## config.mk

```make
export PLATFORM = sky130hd
export DESIGN_NAME = reg4_serial_tx_flat
export DESIGN_NICKNAME = d
export VERILOG_FILES = /design/src/rtl/reg4_serial_tx_if.sv /design/src/rtl/reg4_serial_tx.sv /design/src/flat_wrapper.sv
export SDC_FILE = /design/constraint.sdc
export NUM_CORES = 1
export LEC_CHECK = 0
export BUFFER_PORTS_ARGS = -buffer_cell sky130_fd_sc_hd__buf_4
export CAP_MARGIN = 25
export CORE_MARGIN = 5
export CORE_UTILIZATION = 50
export CTS_CLUSTER_DIAMETER = 80
export DETAILED_ROUTE_END_ITERATION = 10
export PLACE_DENSITY = 0.74
export SYNTH_ARGS = -nofsm -noshare
export SYNTH_HDL_FRONTEND = slang
export SYNTH_SLANG_ARGS = --single-unit
```

## constraint.sdc

```tcl
create_clock -name C -period 3.7 [get_ports C]
set_input_delay 0.555 -clock C [delete_from_list [all_inputs] [get_ports C]]
set_output_delay 0.555 -clock C [all_outputs]
set_load 0.01 [all_outputs]
```

## src/rtl/reg4_serial_tx_if.sv

```systemverilog
`default_nettype none
// ============================================================================
// Module      : reg4_serial_tx_if
// Description : Load handshake and serial-line bundle for reg4_serial_tx.
//               The master side offers a 4-bit word with load. The slave side
//               returns ready and drives the framed serial line together with
//               the busy and done status.
// Revision    : 1.0 - initial release
// ============================================================================
interface reg4_serial_tx_if;
  logic [3:0] D;      // word offered for transmission
  logic       load;   // request to transmit D
  logic       ready;  // a load is accepted this cycle
  logic       tx;     // serial line, idles high
  logic       busy;   // frame in progress
  logic       done;   // one-cycle pulse after the stop bit

  // Producer of words / consumer of the line
  modport master (
    output D,
    output load,
    input  ready,
    input  tx,
    input  busy,
    input  done
  );

  // Transmitter
  modport slave (
    input  D,
    input  load,
    output ready,
    output tx,
    output busy,
    output done
  );
endinterface
`default_nettype wire

```

## src/rtl/reg4_serial_tx.sv

```systemverilog
`default_nettype none
// ============================================================================
// Module      : reg4_serial_tx
// Description : Parallel-to-serial transmitter for the 4-bit register path.
//               It accepts a word on a load handshake and sends it as a frame
//               of start bit, D3..D0 (MSB first), an optional even parity bit
//               and a stop bit. Each bit lasts DIV clock cycles. tx, busy and
//               done are registered. ready decodes the idle state.
// Revision    : 1.0 - initial release
// ============================================================================
module reg4_serial_tx #(
  parameter int DIV       = 4,     // clock cycles per serial bit, 1..255
  parameter bit PARITY_EN = 1'b1   // 1: even parity bit follows D0
) (
  input wire               C,      // system clock
  input wire               clr_n,  // asynchronous active-low reset
  reg4_serial_tx_if.slave  bus
);

  // Reload value for the bit timer. The bit ends when the timer reaches zero,
  // so DIV-1 gives DIV cycles per bit, and DIV=1 gives one cycle per bit.
  localparam logic [7:0] c_div_m1 = 8'(DIV - 1);

  typedef enum logic [2:0] {
    S_IDLE   = 3'd0,
    S_START  = 3'd1,
    S_DATA   = 3'd2,
    S_PARITY = 3'd3,
    S_STOP   = 3'd4
  } state_t;

  state_t     state_q,  state_d;
  logic [3:0] shift_q,  shift_d;   // latched word; the MSB is the current data bit
  logic [1:0] bitcnt_q, bitcnt_d;  // data bits already completed
  logic [7:0] timer_q,  timer_d;   // cycles left in the current bit, minus one
  logic       par_q,    par_d;     // even parity of the latched word
  logic       tx_q,     tx_d;
  logic       busy_q,   busy_d;
  logic       done_q,   done_d;

  logic       w_bit_end;           // last cycle of the current bit

  assign w_bit_end = (timer_q == 8'd0);

  // State register and registered outputs. While reset is held the line stays
  // high and no frame can start, so a load during reset is dropped.
  always_ff @(posedge C or negedge clr_n) begin
    if (!clr_n) begin
      state_q  <= S_IDLE;
      shift_q  <= 4'd0;
      bitcnt_q <= 2'd0;
      timer_q  <= 8'd0;
      par_q    <= 1'b0;
      tx_q     <= 1'b1;
      busy_q   <= 1'b0;
      done_q   <= 1'b0;
    end else begin
      state_q  <= state_d;
      shift_q  <= shift_d;
      bitcnt_q <= bitcnt_d;
      timer_q  <= timer_d;
      par_q    <= par_d;
      tx_q     <= tx_d;
      busy_q   <= busy_d;
      done_q   <= done_d;
    end
  end

  // Next-state logic. tx_d is the line value for the cycle after the edge.
  // Because the line is registered, each branch computes the bit that the
  // next state will present. done_d defaults low, so done is a single pulse.
  always_comb begin
    state_d  = state_q;
    shift_d  = shift_q;
    bitcnt_d = bitcnt_q;
    timer_d  = timer_q;
    par_d    = par_q;
    tx_d     = tx_q;
    busy_d   = busy_q;
    done_d   = 1'b0;

    unique case (state_q)
      S_IDLE: begin
        tx_d   = 1'b1;
        busy_d = 1'b0;
        // The done cycle is also an idle cycle. A load here starts the next
        // frame, and its start bit appears on the following cycle.
        if (bus.load) begin
          shift_d  = bus.D;
          par_d    = ^bus.D;
          bitcnt_d = 2'd0;
          timer_d  = c_div_m1;
          state_d  = S_START;
          tx_d     = 1'b0;
          busy_d   = 1'b1;
        end
      end

      S_START: begin
        if (w_bit_end) begin
          timer_d = c_div_m1;
          state_d = S_DATA;
          tx_d    = shift_q[3];
        end else begin
          timer_d = timer_q - 8'd1;
        end
      end

      S_DATA: begin
        if (w_bit_end) begin
          timer_d = c_div_m1;
          shift_d = {shift_q[2:0], 1'b0};
          if (bitcnt_q == 2'd3) begin
            bitcnt_d = 2'd0;
            if (PARITY_EN) begin
              state_d = S_PARITY;
              tx_d    = par_q;
            end else begin
              state_d = S_STOP;
              tx_d    = 1'b1;
            end
          end else begin
            // After the shift, the next data bit is the current bit 2.
            bitcnt_d = bitcnt_q + 2'd1;
            tx_d     = shift_q[2];
          end
        end else begin
          timer_d = timer_q - 8'd1;
        end
      end

      S_PARITY: begin
        if (w_bit_end) begin
          timer_d = c_div_m1;
          state_d = S_STOP;
          tx_d    = 1'b1;
        end else begin
          timer_d = timer_q - 8'd1;
        end
      end

      S_STOP: begin
        if (w_bit_end) begin
          timer_d = c_div_m1;
          state_d = S_IDLE;
          tx_d    = 1'b1;
          busy_d  = 1'b0;
          done_d  = 1'b1;
        end else begin
          timer_d = timer_q - 8'd1;
        end
      end

      default: begin
        state_d = S_IDLE;
        tx_d    = 1'b1;
        busy_d  = 1'b0;
      end
    endcase
  end

  // Output mapping onto the interface
  assign bus.ready = (state_q == S_IDLE);
  assign bus.tx    = tx_q;
  assign bus.busy  = busy_q;
  assign bus.done  = done_q;

endmodule
`default_nettype wire
```

## src/flat_wrapper.sv

```systemverilog
// flat-port wrapper written by rule: the top's interface ports become plain ports
module reg4_serial_tx_flat 
#(
  parameter int DIV       = 4,                                           
  parameter bit PARITY_EN = 1'b1                                   
)
  (C, clr_n, bus_D, bus_load, bus_ready, bus_tx, bus_busy, bus_done);
  reg4_serial_tx_if bus_i ();
  input wire C;
  input wire clr_n;
  input wire logic [$bits(bus_i.D)-1:0] bus_D;
  input wire logic [$bits(bus_i.load)-1:0] bus_load;
  output wire logic [$bits(bus_i.ready)-1:0] bus_ready;
  output wire logic [$bits(bus_i.tx)-1:0] bus_tx;
  output wire logic [$bits(bus_i.busy)-1:0] bus_busy;
  output wire logic [$bits(bus_i.done)-1:0] bus_done;
  assign bus_i.D = bus_D;
  assign bus_i.load = bus_load;
  assign bus_ready = bus_i.ready;
  assign bus_tx = bus_i.tx;
  assign bus_busy = bus_i.busy;
  assign bus_done = bus_i.done;
  reg4_serial_tx #(.DIV(DIV), .PARITY_EN(PARITY_EN)) u_core (.C(C), .clr_n(clr_n), .bus(bus_i));
endmodule
```

# Yosys cells after proc, flatten, opt, wreduce, memory -nomap -nowiden
# Index checks and enable logic that the tools add are counted.
# op_classes
reduce_logical	14
mux	28
n_eq_ne	12
bitwise_logic	1
n_addsub	2
# op_table
operator	count
2-to-1 mux 3 bit	6
2-to-1 mux 8 bit	2
case mux 8 bit (2 select lines)	1
case mux 3 bit (5 select lines)	1
!= test 2 x 1 -> 1 bit (second input constant)	6
2-to-1 mux 1 bit	9
zero test 8 bit	1
2-to-1 mux 4 bit	2
case mux 4 bit (2 select lines)	1
subtractor 8 x 1 -> 8 bit (second input constant)	1
== test 3 x 2 -> 1 bit (second input constant)	2
2-to-1 mux 2 bit	3
AND reduction 2 bit	3
AND reduction 3 bit	2
AND reduction 6 bit	1
case mux 1 bit (4 select lines)	1
case mux 2 bit (2 select lines)	1
nonzero test 2 bit	2
OR reduction 4 bit	1
XOR reduction 4 bit	1
== test 3 x 1 -> 1 bit (second input constant)	1
== test 3 bit (second input constant)	1
zero test 3 bit	1
case mux 1 bit (3 select lines)	1
6 further kinds	6
# word_totals
reg_bits	21
in_bits	7
wordCells	65
output_inout_bits	4

# Longest topological paths before layout
# Gate-level depths: netlist (run 1).
# logic_depth
ltp_word	4
depth_mapped	7
depth_no_buf	6

# Worst setup path before layout (run 1)
# No wires, ideal clock.
# synth_path
path_type	register -> register
startpoint	register u_core.timer_q[0]
endpoint	register u_core.bitcnt_q[0]
synth_period_minus_slack_ps	1816
arrival_time_ps	1695
path_stages_with_launch	8
t_required_ps	3579
setup_slack_ps	1884
n_path_buf	1
setup_ps	121
path_cell_list	dfrtp_1 > inv_1 > ha_1 > nor3b_2 > and2_1 > buf_6 > mux2_4 > a22o_1
# synth_between
elab_chain_cells	3
# synth_rtl
element	line	source
start, declared	reg4_serial_tx.sv:35	logic [7:0] timer_q, timer_d;
start signal, assigned	reg4_serial_tx.sv:61	timer_q <= timer_d;
zero test 8 bit	reg4_serial_tx.sv:43	assign w_bit_end = (timer_q == 8'd0);
!= test 2 x 1 -> 1 bit (no line)	-	
AND reduction 3 bit (no line)	-	
end signal, assigned	reg4_serial_tx.sv:60	bitcnt_q <= bitcnt_d;
end, declared	reg4_serial_tx.sv:34	logic [1:0] bitcnt_q, bitcnt_d;
# Every way passes these cells.
# A chain may end at the register's enable or synchronous reset.

# Worst setup path in the final report (run 1)
# Same ends and word-level chain as after synthesis.

==> results of run 1 <==
## per-stage QoR
stage	utilization, %	hold slack [ps]	area, um^2	power, uW
detailed placement	53.7	457	1320	909
global route	54.8	90.2	1350	1110
finish	54.8	100	1350	1020
floorplan	-	259	1270	827
global placement	53.7	448	1320	890
CTS	54.8	98.6	1350	1030
## metal layers
layer  up-vias  part of all wire, %
met4         0                  2.1
met1       467                   45
li1        456                    -
met5         -                    0
met3         4                  3.8
met2        18                   49
## flip-flops by register name (all words and copies together), names as in the netlist
register,cells
u_core.bus.done,1
u_core.bitcnt_q,2
u_core.state_q,3
u_core.par_q,1
u_core.shift_q,4
u_core.bus.tx,1
u_core.bus.busy,1
u_core.timer_q,8
## final timing paths
path,endpoint,depth (start not counted)
worst min register to register,u_core.shift_q[1],1
max in group asynchronous,u_core.bus.tx,1
worst min-delay path,u_core.state_q[0],1
worst max-delay path,u_core.bitcnt_q[0],6
min in group C,u_core.shift_q[0],3
worst max register to register,u_core.bitcnt_q[0],6
## layout make-up
class | count | area, um^2 | area share (%)
multi-input cells | 89 | 663 | 49.3
flip-flops and latches | 21 | 527 | 39.2
repair buffers | 10 | 75.1 | 5.58
well taps | 30 | 37.5 | 2.79
clock buffers | 3 | 22.5 | 1.67
inverters | 4 | 15.0 | 1.12
clock inverters | 1 | 5.00 | 0.372
## power breakdown
group / switching (uW) / total, uW / internal, uW
Combinational: 210 / 425 / 215
Sequential: 153 / 484 / 331
Clock: 73.3 / 114 / 40.4
Total: 436 / 1020 / 587
## cell families (layout without fill, tap and decap cells)
family	after synthesis	after routing	share of synthesized area [%]
AOI/OAI and AO/OA	29	29	15.3
xor gates and xnor gates	9	9	6.19
adders and majority gates	3	3	2.95
buffers and inverters	11	18	6.58
DFF	21	21	41.4
muxes	8	8	7.37
and+or+nand+nor	40	40	20.2
## critical path: cells and delay by family (launching register included)
family | cells | cell delay [ps]
AOI/OAI and AO/OA | 1 | 220
DFF | 1 | 450
adders and majority gates | 1 | 160
and+or+nand+nor | 2 | 720
muxes | 1 | 330
buffers and inverters | 1 | 120
## cells in the final DEF (no fill, tap or decap), drive strengths merged, types with 6 or more instances in the layout
| cell | synthesis | final |
|---|---|---|
| buf | 3 | 10 |
| dfrtp | 20 | 20 |
| mux2 | 8 | 8 |
| nor2 | 12 | 12 |
| o21ai | 13 | 13 |
| xor2 | 6 | 6 |
==> impl_metrics.csv, run 1 <==
group,metric,value,unit
floorplan,die_x,60.5,um
grt,met3_usage,2.13,%
layout,final_nets,139,
setup_path,timing.rr.start,"u_core.timer_q[0]",
clocking,cts.clk_slew.worst_paths,130,ps
floorplan,core,0.00245,mm^2
clocking,cts_buffers,3,
timing,rsz0062_at_grt,"no",
pwr,vdd_ir_drop_max,0.391,mV
detailed_routing,drt-initial-drc-count,26,
setup_path,cp_slowest_stage_delay,450,ps
detailed_routing,ant_nets,0,
clocking,clk_latency,310,ps
clocking,cts_setup_buffers,0,
logic_synthesis,synth_top_cell_area_share,39.3,%
logic_synthesis,synthFlopType,"dfrtp_1",
clocking,h-tree-depth,1,
logic_synthesis,synth_area_leaders,"dfrtp_1, mux2_2, o21ai_0",
setup_path,cp.required,3920,ps
detailed_routing,viasPerCell,5.98,
clocking,clk_path_buf_depth,2,
layout,area_delta_synth_final,5.60,%
logic_synthesis,seq_area_frac_synth,41.4,%
setup_path,cp_cell_sequence,"inv_1, ha_1, nor3b_2, and2_1, mux2_4, a22o_1",
grt,grt_pass1_wl,4120,um
setup_path,cp_slowest_cell,"dfrtp_1",
logic_synthesis,syn_avg_cell_area,10.5,um^2
flow_run,drv_cap,0,
grt,grt_use_total,15.2,%
grt,busiest_layer,"met2",
floorplan,die_h,60.5,um
setup_path,worstPathArrival,2310,ps
grt,grt_pass1_vias,929,
grt,grt_antenna_before_repair,0,
pwr,p_per_area,760,mW/mm^2
clocking,ctsHoldBuffers,0,
timing,fin_crit_sh,56.7,%
floorplan,ios,11,
setup_path,worst-path-max-fanout,8,
detailed_routing,first_pass_iters,4,
timing,finalSetupViolations,0,
layout,diodes,0,
logic_synthesis,yosys.area.top_type,"dfrtp_1",
placed_design,portBuffers,10,
timing,slew_headroom,52.6,%
setup_path,reg2reg_slack,1600,ps
outcome,outcome,"finished clean",
timing,clock.fmax,477,MHz
placed_design,dp.cells,154,
layout,nFillCells,220,
timing,period_minus_slack,2100,ps
grt,grt_start_max_net_pins,23,
setup_path,end_kind,"register",
detailed_routing,drt-total-wl,2440,um
floorplan,start_util,51.9,%
grt,overflow,0,
grt,grt_use_met2,24.2,%
timing,fin_skew,8.81,ps
logic_synthesis,ys_seq_elements,21,
logic_synthesis,postSynthCellCount,121,
clocking,cts_tree,"yes",
layout,drive_above_1_share,28.1,%
logic_synthesis,synth_fp_nets,131,
setup_path,timing_worst_setup_path_type,"register to register",
floorplan,die-area,0.00366,mm^2
timing,slew_violations,0,
placed_design,hpwl,1740,um
layout,stdcell_count,158,
placed_design,routabilityCongestion,0.819,
detailed_routing,post_drt_wl_per_cell,15.4,um
detailed_routing,vias,945,
placed_design,place_ws,1660,ps
logic_synthesis,ys_warn_count,0,
logic_synthesis,synth.most_common_cell,"dfrtp_1",
logic_synthesis,synth_async_sr_flop_share,100,%
clocking,cts-resized-gates,0,
floorplan,row_count,18,
detailed_routing,drc_errors,0,
pwr,leakagePower,0.000555,uW
logic_synthesis,synth-edff-count,0,
clocking,root_buffer,"clkbuf_4",
setup_path,critPathLaunch,"u_core.timer_q[0]",
logic_synthesis,syn_area,0.00127,mm^2
grt,grtUsageMet1,19.8,%
worst_hold_path,hold_class,"input pin to async pin",
timing,fin_setup_tns,0,ps
setup_path,startpoint_type,"register",
logic_synthesis,yosys-top-cells-count,"dfrtp_1, o21ai_0, nor2_1",
logic_synthesis,yosysUniqueCellTypes,45,
timing,setup_ws,1600,ps
timing,hold_violations,0,
clocking,numClockSinks,21,
timing,worstMarginPinSlew,711,ps
Power figures use the tool's default switching activity.
==> run 2, diff against run 1 <==
--- a/config.mk
+++ b/config.mk
@@ -5,6 +5,7 @@
 export SDC_FILE = /design/constraint.sdc
 export NUM_CORES = 1
 export LEC_CHECK = 0
+export ABC_AREA = 1
 export BUFFER_PORTS_ARGS = -buffer_cell sky130_fd_sc_hd__buf_4
 export CAP_MARGIN = 25
 export CORE_MARGIN = 5
==> constraint.sdc (replaced) <==
create_clock -name C -period 2.1 [get_ports C]
set_input_delay 0.315 -clock C [delete_from_list [all_inputs] [get_ports C]]
set_output_delay 0.315 -clock C [all_outputs]
set_load 0.01 [all_outputs]
==> run 2 against run 1 <==
  * Combinational power shrank 92%
  * Design area is 4.6% higher
  * Non-clock buffer count grew 2
  * Hold slack better by 140 ps
  * Critical path depth fell by 2
  * Utilization grew 2.5 points
  * Via count grew 24%
  * Power decreased by 37%
  * First-iteration DRC count up 140%
  * Final cell count up 35%
  * Critical endpoint is now bus_ready
==> impl_metrics.csv, run 2 <==
group,metric,value,unit
logic_synthesis,synth-edff-count,0,
flow_run,drv_cap,0,
setup_path,cp.required,1780,ps
pwr,p_per_area,456,mW/mm^2
layout,diodes,0,
detailed_routing,post_drt_wl_per_cell,12.4,um
placed_design,dpl_cell_area,0.00137,mm^2
logic_synthesis,syn_area,0.00127,mm^2
timing,period_minus_slack,1710,ps
floorplan,row_count,18,
logic_synthesis,ys_seq_elements,21,
setup_path,cp_cell_sequence,"nor2_2, nand2_4, inv_2, buf_4",
pwr,p_total,641,uW
layout,final_common_cell,"nand2_1",
detailed_routing,wl_met3,139,um
detailed_routing,highest_layer,"met4",
floorplan,ios,11,
grt,grt_pass1_wl,4480,um
layout,drive_above_1_share,16.4,%
setup_path,timing_worst_setup_path_type,"register to primary output",
detailed_routing,vias,1168,
logic_synthesis,synth_area_leaders,"dfrtp_1, nand2_1, nand3_1",
clocking,h-tree-depth,1,
layout,final_area,0.00141,mm^2
logic_synthesis,ys_warn_count,0,
placed_design,dp.cells,208,
setup_path,cp_slowest_cell,"dfrtp_1",
grt,grt_use_total,15.9,%
layout,layout_common_cells,"nand2_1, dfrtp_1, inv_1",
setup_path,worstPathArrival,1400,ps
logic_synthesis,yosysUniqueCellTypes,25,
timing,fin_setup_tns,0,ps
setup_path,end_kind,"primary output",
placed_design,portBuffers,10,
clocking,cts_tree,"yes",
clocking,root_buffer,"clkbuf_4",
timing,fin_crit_sh,81.7,%
detailed_routing,routed-wl-met2,1250,um
worst_hold_path,hold_class,"input pin to register",
pwr,leakagePower,0.000748,uW
clocking,cts_buffers,3,
detailed_routing,viasPerCell,5.48,
layout,stdcell_count,213,
clocking,clk_latency,300,ps
timing,fin_skew,2.71,ps
logic_synthesis,postSynthCellCount,169,
grt,overflow,0,
logic_synthesis,syn_avg_cell_area,7.49,um^2
floorplan,die-area,0.00364,mm^2
layout,utilization,57.3,%
layout,area_delta_synth_final,11.1,%
timing,finalSetupViolations,0,
floorplan,core,0.00245,mm^2
timing,slew_headroom,77.4,%
logic_synthesis,yosys.area.top_type,"dfrtp_1",
pwr,vdd_ir_drop_max,0.294,mV
logic_synthesis,synth_top_cell_area_share,39.5,%
logic_synthesis,seq_area_frac_synth,41.6,%
timing,worstMarginPinSlew,337,ps
clocking,clk_path_buf_depth,2,
detailed_routing,drt-initial-drc-count,63,
setup_path,startpoint_type,"register",
layout,largest-register,"u_core.timer_q",
logic_synthesis,synthFlopType,"dfrtp_1",
setup_path,worst-path-max-fanout,6,
timing,rsz0062_at_grt,"no",
detailed_routing,drt-total-wl,2650,um
detailed_routing,first_pass_iters,4,
grt,grt_antenna_before_repair,0,
layout,reg_top3,"u_core.timer_q x8, u_core.shift_q x4, u_core.state_q x3",
detailed_routing,drc_errors,0,
grt,grt_pass1_vias,1053,
placed_design,routabilityCongestion,0.864,
floorplan,die_h,60.3,um
placed_design,hpwl,2010,um
timing,hold_violations,0,
clocking,cts.clk_slew.worst_paths,120,ps
logic_synthesis,yosys-top-cells-count,"nand2_1, dfrtp_1, inv_1",
detailed_routing,wl_met1,1220,um
logic_synthesis,synth.most_common_cell,"nand2_1",
logic_synthesis,synth_fp_nets,179,
layout,largest_reg_flops,8,
timing,clock.fmax,583,MHz
grt,grt_start_max_net_pins,22,
layout,final_nets,194,
setup_path,cp_slowest_stage_delay,470,ps
logic_synthesis,synth_async_sr_flop_share,100,%
timing,slew_violations,0,
clocking,numClockSinks,21,
detailed_routing,ant_nets,0,
outcome,outcome,"finished clean",
floorplan,start_util,51.6,%
floorplan,die_x,60.3,um
[run 2: changes by cell type after synthesis, moves of 6 or more]
cell / delta
nand2_1: +53
inv_1: +15
nand3_1: +14
o21ai_0: -9
mux2_2: -7
nand4_1: +6
[run 2: what timing repair did]
action | in CTS | in global routing
gates resized for setup | 0 | 0
hold buffers | 1 | 0
buffers inserted | 0 | 0
hold endpoints to repair | 20 | 0
[run 2: cells by family after synthesis]
kind of cell / after synthesis / synth area share, %
xor+xnor: 3 / 2.08
compound gates: 12 / 5.63
fa+ha+maj: 3 / 2.96
simple gates: 105 / 39.6
buf+inv: 25 / 8.10
flops: 21 / 41.6
[run 2: final timing paths]
| path | from | to | slack [ps] | depth (start not counted) |
|---|---|---|---|---|
| setup / recovery | u_core.state_q[0] | bus_ready | 390 | 4 |
| hold / removal | bus_D[0] | u_core.shift_q[0] | 240 | 3 |
| setup reg to reg | u_core.state_q[0] | u_core.timer_q[0] | 530 | 7 |
| hold reg to reg | u_core.shift_q[1] | u_core.shift_q[1] | 490 | 2 |
| max in group asynchronous | clr_n | u_core.bus.tx | 1420 | 2 |
| min in group asynchronous | clr_n | u_core.timer_q[7] | 410 | 2 |
[run 2: metal layers]
metal / GRT usage (%) / vias to the layer above
met4: 5.06 / 0
met3: 2.16 / 6
met1: 22.3 / 552
met5: 0 / -
met2: 25.5 / 38
li1: - / 572
[run 2: final cells by class]
class	count	area, um^2
clock buffers	4	26.3
repair buffers	12	92.6
multi-input cells	123	637
fillers	223	1050
inverters	23	86.3
flip-flops and latches	21	527
well taps	30	37.5
[run 2: through the flow]
| stage | hold WS (ps) | worst slack [ps] |
|---|---|---|
| after floorplan | 19.4 | 801 |
| after global placement | 213 | 633 |
| after detailed placement | 216 | 573 |
| after CTS | 237 | 396 |
| after global routing | 246 | 301 |
| final | 237 | 385 |
[run 2: critical path, delay by kind of cell (launching register included)]
kind                   cells  cell delay, ps
and+or+nand+nor            2             370
buffers and inverters      2             260
DFF                        1             470
[run 2: power breakdown]
part / total, uW / internal [uW] / leakage, uW / switching, uW
Combinational: 33.4 / 14.6 / 0.000483 / 18.8
Sequential: 408 / 407 / 0.000250 / 1.02
Clock: 200 / 74.1 / 0.0000150 / 126
